==> config.mk <==
export PLATFORM = sky130hd
export DESIGN_NAME = alu_multicycle
export DESIGN_NICKNAME = d
export VERILOG_FILES = /design/src/rtl/alu_pkg.sv /design/src/rtl/alu_muldiv_iter.sv /design/src/rtl/alu_multicycle.sv
export SDC_FILE = /design/constraint.sdc
export NUM_CORES = 1
export LEC_CHECK = 0
export ABC_AREA = 0
export BUFFER_PORTS_ARGS = -buffer_cell sky130_fd_sc_hd__buf_2
export CORE_UTILIZATION = 35
export DETAILED_ROUTE_END_ITERATION = 16
export PLACE_DENSITY_LB_ADDON = 0.1
export SLEW_MARGIN = 5
export SYNTH_ARGS = -nofsm -noshare
export SYNTH_HDL_FRONTEND = slang
export SYNTH_SLANG_ARGS = --single-unit
==> constraint.sdc <==
create_clock -name clk -period 3.98 [get_ports clk]
set_input_delay 0.398 -clock clk [delete_from_list [all_inputs] [get_ports clk]]
set_output_delay 0.398 -clock clk [all_outputs]
set_load 0.1 [all_outputs]
==> src/rtl/alu_pkg.sv <==
// Shared ALU definitions: opcodes, control FSM state encoding and flag bit positions.
// Also consumed by the pipeline control decoder, so keep encodings stable.
package alu_pkg;

   typedef enum logic [3:0] {
      OP_AND = 4'b0000,
      OP_OR  = 4'b0001,
      OP_ADD = 4'b0010,
      OP_MUL = 4'b0011,
      OP_NOR = 4'b0100,
      OP_DIV = 4'b0101,
      OP_SUB = 4'b0110,
      OP_SLT = 4'b0111,
      OP_SLL = 4'b1000,
      OP_SRL = 4'b1001
   } alu_op_e;

   typedef enum logic [1:0] {
      ST_IDLE = 2'd0,
      ST_BUSY = 2'd1,
      ST_DONE = 2'd2
   } alu_state_e;

   // Flag vector layout is {illegal_op, overflow, div_by_zero}.
   localparam int FLAG_BITS = 3;
   localparam int FLAG_DZ   = 0;
   localparam int FLAG_OVF  = 1;
   localparam int FLAG_ILL  = 2;

   function automatic logic is_iterative(input logic [3:0] op);
      return (op == OP_MUL) || (op == OP_DIV);
   endfunction

endpackage

==> src/rtl/alu_muldiv_iter.sv <==
// Iterative unsigned multiply (shift-add) and restoring divide, one step per clock.
// Exposes the post-step values so the caller can register the answer on the final step.
module alu_muldiv_iter
   import alu_pkg::*;
#(
   parameter int WIDTH = 32
) (
   input  logic             clk,
   input  logic             reset,
   input  logic             start,
   input  logic             op_div,
   input  logic             step,
   input  logic [WIDTH-1:0] a_in,
   input  logic [WIDTH-1:0] b_in,
   output logic             finish,
   output logic [WIDTH-1:0] res_next,
   output logic             ovf_next,
   output logic             dz_next
);

   localparam int CW = $clog2(WIDTH + 1);
   localparam logic [CW-1:0] LAST_STEP = CW'(WIDTH - 1);
   localparam logic [CW-1:0] ALL_STEPS = CW'(WIDTH);

   logic [CW-1:0]    count_q, count_d;
   logic [WIDTH-1:0] hi_q, hi_d;
   logic [WIDTH-1:0] lo_q, lo_d;
   logic [WIDTH-1:0] opnd_q, opnd_d;
   logic             div_q, div_d;
   logic             dz_q, dz_d;

   logic [WIDTH:0]   mul_sum;
   logic [WIDTH:0]   div_shift;
   logic [WIDTH:0]   div_trial;
   logic             active;

   assign active = step && (count_q != ALL_STEPS);
   assign finish = step && (count_q == LAST_STEP);

   // hi holds the product high half / partial remainder; lo holds multiplier / dividend->quotient.
   always_comb begin
      mul_sum   = {1'b0, hi_q} + (lo_q[0] ? {1'b0, opnd_q} : {(WIDTH + 1){1'b0}});
      div_shift = {hi_q, lo_q[WIDTH-1]};
      div_trial = div_shift - {1'b0, opnd_q};

      count_d = count_q;
      hi_d    = hi_q;
      lo_d    = lo_q;
      opnd_d  = opnd_q;
      div_d   = div_q;
      dz_d    = dz_q;

      if (start) begin
         count_d = '0;
         hi_d    = '0;
         lo_d    = a_in;
         opnd_d  = b_in;
         div_d   = op_div;
         dz_d    = op_div && (b_in == '0);
      end else if (active) begin
         count_d = count_q + 1'b1;
         if (div_q) begin
            // A clear top bit means the trial subtraction did not borrow: keep it.
            if (!div_trial[WIDTH]) begin
               hi_d = div_trial[WIDTH-1:0];
               lo_d = {lo_q[WIDTH-2:0], 1'b1};
            end else begin
               hi_d = div_shift[WIDTH-1:0];
               lo_d = {lo_q[WIDTH-2:0], 1'b0};
            end
         end else begin
            hi_d = mul_sum[WIDTH:1];
            lo_d = {mul_sum[0], lo_q[WIDTH-1:1]};
         end
      end
   end

   assign res_next = dz_q ? {WIDTH{1'b1}} : lo_d;
   assign ovf_next = !div_q && (hi_d != '0);
   assign dz_next  = dz_q;

   always_ff @(posedge clk) begin
      if (reset) begin
         count_q <= '0;
         hi_q    <= '0;
         lo_q    <= '0;
         opnd_q  <= '0;
         div_q   <= 1'b0;
         dz_q    <= 1'b0;
      end else begin
         count_q <= count_d;
         hi_q    <= hi_d;
         lo_q    <= lo_d;
         opnd_q  <= opnd_d;
         div_q   <= div_d;
         dz_q    <= dz_d;
      end
   end

endmodule

==> src/rtl/alu_multicycle.sv <==
// Multi-cycle ALU with valid/ready handshakes: logic, add/sub, compare and shifts in one
// cycle; mul/div through the iterative datapath. Result and flags are registered.
module alu_multicycle
   import alu_pkg::*;
#(
   parameter int WIDTH      = 32,
   parameter int FLAG_WIDTH = 3
) (
   input  logic                  clk,
   input  logic                  reset,
   input  logic                  in_valid,
   output logic                  in_ready,
   input  logic [3:0]            alu_con,
   input  logic [WIDTH-1:0]      data_a,
   input  logic [WIDTH-1:0]      data_b,
   output logic                  out_valid,
   input  logic                  out_ready,
   output logic [WIDTH-1:0]      result,
   output logic [FLAG_WIDTH-1:0] flag
);

   localparam int SH_W = $clog2(WIDTH);
   localparam logic [WIDTH-1:0] WIDTH_V = WIDTH'(WIDTH);

   alu_state_e            state_q, state_d;
   logic [WIDTH-1:0]      result_q, result_d;
   logic [FLAG_WIDTH-1:0] flag_q, flag_d;

   logic                  accept;
   logic                  iter_start;
   logic                  iter_finish;
   logic [WIDTH-1:0]      iter_res;
   logic                  iter_ovf;
   logic                  iter_dz;

   logic [WIDTH-1:0]      sum;
   logic [WIDTH-1:0]      diff;
   logic                  shift_oob;
   logic [WIDTH-1:0]      quick_res;
   logic [FLAG_WIDTH-1:0] quick_flag;

   assign accept     = in_valid && in_ready;
   assign iter_start = accept && is_iterative(alu_con);

   // Output decode: a new request fits whenever the held result is retiring this edge.
   always_comb begin
      in_ready  = 1'b0;
      out_valid = 1'b0;
      case (state_q)
         ST_IDLE: in_ready = 1'b1;
         ST_DONE: begin
            in_ready  = out_ready;
            out_valid = 1'b1;
         end
         default: ;
      endcase
   end

   always_comb begin
      state_d = state_q;
      case (state_q)
         ST_IDLE, ST_DONE: begin
            if (accept) begin
               state_d = iter_start ? ST_BUSY : ST_DONE;
            end else if (state_q == ST_DONE && out_ready) begin
               state_d = ST_IDLE;
            end
         end
         ST_BUSY: if (iter_finish) state_d = ST_DONE;
         default: state_d = ST_IDLE;
      endcase
   end

   always_ff @(posedge clk) begin
      if (reset) begin
         state_q <= ST_IDLE;
      end else begin
         state_q <= state_d;
      end
   end

   // Single-cycle operations, evaluated straight from the request inputs.
   always_comb begin
      sum        = data_a + data_b;
      diff       = data_a - data_b;
      shift_oob  = (data_b >= WIDTH_V);
      quick_res  = '0;
      quick_flag = '0;
      case (alu_con)
         OP_AND: quick_res = data_a & data_b;
         OP_OR:  quick_res = data_a | data_b;
         OP_NOR: quick_res = ~(data_a | data_b);
         OP_ADD: begin
            quick_res = sum;
            quick_flag[FLAG_OVF] = (data_a[WIDTH-1] == data_b[WIDTH-1]) &&
                                   (sum[WIDTH-1] != data_a[WIDTH-1]);
         end
         OP_SUB: begin
            quick_res = diff;
            quick_flag[FLAG_OVF] = (data_a[WIDTH-1] != data_b[WIDTH-1]) &&
                                   (diff[WIDTH-1] != data_a[WIDTH-1]);
         end
         OP_SLT: quick_res = {{(WIDTH - 1){1'b0}}, ($signed(data_a) < $signed(data_b))};
         OP_SLL: quick_res = shift_oob ? '0 : (data_a << data_b[SH_W-1:0]);
         OP_SRL: quick_res = shift_oob ? '0 : (data_a >> data_b[SH_W-1:0]);
         OP_MUL, OP_DIV: ;
         default: quick_flag[FLAG_ILL] = 1'b1;
      endcase
   end

   // Flags are rebuilt from scratch for every completed operation.
   always_comb begin
      result_d = result_q;
      flag_d   = flag_q;
      if (accept && !iter_start) begin
         result_d = quick_res;
         flag_d   = quick_flag;
      end else if (state_q == ST_BUSY && iter_finish) begin
         result_d         = iter_res;
         flag_d           = '0;
         flag_d[FLAG_OVF] = iter_ovf;
         flag_d[FLAG_DZ]  = iter_dz;
      end
   end

   always_ff @(posedge clk) begin
      if (reset) begin
         result_q <= '0;
         flag_q   <= '0;
      end else begin
         result_q <= result_d;
         flag_q   <= flag_d;
      end
   end

   alu_muldiv_iter #(
      .WIDTH(WIDTH)
   ) u_iter (
      .clk     (clk),
      .reset   (reset),
      .start   (iter_start),
      .op_div  (alu_con == OP_DIV),
      .step    (state_q == ST_BUSY),
      .a_in    (data_a),
      .b_in    (data_b),
      .finish  (iter_finish),
      .res_next(iter_res),
      .ovf_next(iter_ovf),
      .dz_next (iter_dz)
   );

   assign result = result_q;
   assign flag   = flag_q;

endmodule

==> flow_summary.toml <==
[run_status]
status = "finished with violations"
violations = "design-rule violations, negative setup slack"

[setup_path]
r2r-start = "u_iter.opnd_q[0]"
crit_type = "reg -> reg"
cp-start-kind = "flop"
reg2reg_to = "flag[1]"
crit_required_ps = 4340
endpoint_kind = "flop"
cp.arrival_ps = 4470
ff2ff_setup_slack_ps = -130
reg2reg_depth = 17
crit_start = "u_iter.opnd_q[0]"
cp_max_fo = 17
crit_end = "flag[1]"

[finish]
layout-drive-gt1-share = 0.233
nFillCells = 5428
area_growth_pct = 28.3
fin_nets = 3245
utilization = 0.454

[floorplanning]
initial_core_util = 0.354
io_pins = 109
row_count = 83
fp.dieArea_sq_um = 52800
coreArea_sq_um = 51300
die_width_microns = 230
die_y_microns = 230

[yosys]
yosys-top-cells-area = "dfxtp_1 (16%), ha_1 (11%), a21oi_1 (8.5%), nor2_1 (6.5%), mux2i_1 (6.0%)"
synth-main-ff-cell = "dfxtp_1"
seq_area_frac_synth = 0.155
synthDistinctLibCells = 80
synthCells = 2590
yosysTopAreaCell = "dfxtp_1"
syn_nets = 2829
avgSynthCellArea_sq_um = 7.01
synthArstFlopShare = 0
synth_area_sq_um = 18200
synth-seq-cells = 141
synth_top_cell_area_share = 0.155
ys_warn_count = 0
synth_edf_count = 0

[grt]
gr-total-overflow = 0
grt_pass1_vias = 20700
antenna_found_initial = 6
grt_max_degree = 71
grt_usage = 0.327
grt_pass1_wl_microns = 130000

[pwr]
power_w = 0.00620
combPwrFrac = 0.485
peakVddDrop_v = 0.000232
p_int_w = 0.00358
switchingPower_w = 0.00262
p_clk_frac = 0.270
p_seq_frac = 0.245
switching_share = 0.423
power.density_nw_per_um2 = 266
leakagePower_nw = 10.2

[sta]
final-hold-violation-count = 0
rsz0062_at_grt = "true"
slew_violations = 0
fmax_mhz = 243
fin_hold_ws_ps = 179
setup_viol = 1
fin_crit_ps = 4110
clock-skew-final_ps = 15.6
tightest_slew_ps = 1280
max-slew-margin-rel = 0.143
worst_slack_ps = -131
post-route-period-util = 1.03

[route]
ant_nets = 0
wl_met3_microns = 4730
post_drt_wl_per_cell_microns = 23.6
wl_microns = 87400
wl_met1_microns = 36500
drc = 4
vias = 21400
drtIter0Drc = 1794
wl_met2_microns = 41700
dr.pass1.iters = 11
route.top_layer_used = "met5"
via_per_inst = 5.78

[cts]
htree_levels = 4
path_clk_slew_ps = 70
hold_buffers = 0
clk-insertion-delay-late_ps = 490
clk_path_buf_depth = 2
root_buffer = "clkbuf_16"
cts_tree = "yes"
cts_buffers = 17
cts.sinks = 141

[placement]
dpl.hpwl_microns = 70300
place_congestion = 0.942
io_buffers = 108
pre_cts_slack_ps = -608

[hold_path]
hold_class = "in -> reg"

[job]
cap_violations = 0
==> area by class of cell <==
class | instances | area, sq um | area share
tap | 680 | 851 | 0.0365
clock buffer | 18 | 439 | 0.0188
clock inverter | 14 | 155 | 0.00666
sequential | 141 | 2830 | 0.121
inverter | 152 | 571 | 0.0245
timing repair buffer | 565 | 4060 | 0.174
multi-input combinational | 2129 | 14400 | 0.618
antenna | 2 | 5.00 | 0.000215
==> power by group through the flow <==
stage	combinational, W	sequential (W)	clock, W
final	0.00301	0.00152	0.00167
after global routing	0.00322	0.00152	0.00176
after CTS	0.00297	0.00152	0.00172
after detailed placement	0.00288	0.00155	0
after global placement	0.00288	0.00155	0
after floorplan	0.00161	0.00166	0
==> placed cells by master, fill, tap and decap left out, types with 32 or more instances in the layout <==
| master | count |
|---|---|
| buf_2 | 105 |
| nand2b_1 | 32 |
| and2_1 | 45 |
| buf_4 | 451 |
| nand3_1 | 42 |
| nor3_1 | 52 |
| dfxtp_1 | 136 |
| ha_1 | 159 |
| a21oi_1 | 303 |
| xnor2_1 | 57 |
| nand2_1 | 242 |
| a211oi_1 | 68 |
| mux2i_1 | 107 |
| nor2_1 | 310 |
| inv_1 | 149 |
| xor2_1 | 34 |
| o21ai_0 | 190 |
==> how the worst min path moves through the flow <==
stage / from / endpoint / slack, ps / depth (start not counted)
2_1_floorplan: u_iter.opnd_q[10] / u_iter.opnd_q[10] / 440 / 2
3_3_place_gp: u_iter.opnd_q[4] / u_iter.opnd_q[4] / 460 / 2
3_5_place_dp: u_iter.opnd_q[4] / u_iter.opnd_q[4] / 470 / 2
4_1_cts: out_ready / state_q[1] / 140 / 4
5_1_grt: out_ready / state_q[1] / 180 / 4
6_report: out_ready / state_q[1] / 180 / 4
==> through the flow <==
stage	instances	setup TNS, ps	cell area, sq um
final	3701	-131	23300
after global routing	3700	-313	23300
after CTS	3699	-123	23200
after detailed placement	3663	-1540	22500
after global placement	3663	-1440	22500
after floorplan	2590	0	18200
==> critical path, stage by stage (launching register included) <==
cell,delay [ps]
dfxtp_1,310
buf_4,140
ha_4,160
fa_2,360
nand2b_4,160
a21oi_4,180
o2111ai_4,160
nand3b_1,190
a31oi_4,130
xnor2_2,240
buf_4,280
mux2i_1,220
a211o_1,290
nand3b_1,160
or4_4,470
o31a_1,280
nor3_2,160
nand3_1,80
==> cell usage after synthesis, types with 10 or more instances <==
library cell	instances
nand2b_1	33
a211o_1	13
nand2_1	243
ha_1	163
xor2_1	34
o21ai_0	199
nor2_1	313
o31ai_1	16
xnor2_1	58
nand4_1	19
a21o_1	29
o211ai_1	21
mux4_2	28
or3_1	18
nor3_1	55
nor2b_1	23
mux2i_1	109
buf_1	22
a221oi_1	32
mux2_2	11
inv_1	150
o21bai_1	18
a222oi_1	11
a21oi_1	309
and2_1	45
nand3_1	42
o21a_1	19
a22oi_1	10
o22ai_1	18
nor4_1	21
a211oi_1	71
dfxtp_1	141
clkbuf_1	142
a31oi_1	18
==> per-layer routing <==
| layer | track usage | up-vias |
|---|---|---|
| li1 | - | 10200 |
| met4 | 0.163 | 6 |
| met3 | 0.0394 | 173 |
| met2 | 0.556 | 766 |
| met5 | 0 | - |
| met1 | 0.406 | 10200 |
==> repair_timing <==
item                                    4_1_cts  5_1_grt
endpoints found under the setup margin        1        2
gates resized for setup                      34       12
pin swaps                                    11        2
buffers inserted                              4        0
cloned                                        0        0
==> cell families after synthesis <==
family | share of synthesized area
AO/OA/AOI/OAI | 0.304
buffers and inverters | 0.0667
multiplexers | 0.102
AND/OR/NAND/NOR | 0.211
flip-flops | 0.155
XOR/XNOR | 0.0444
adder cells (fa/ha/maj) | 0.117
==> flip-flops by register name, indices dropped and copies added (netlist names) <==
register        count
u_iter.lo_q        32
u_iter.hi_q        32
u_iter.dz_next      1
u_iter.div_q        1
state_q             2
u_iter.count_q      6
u_iter.opnd_q      32
result             32
flag                3
(Power assumes the default switching activity.)
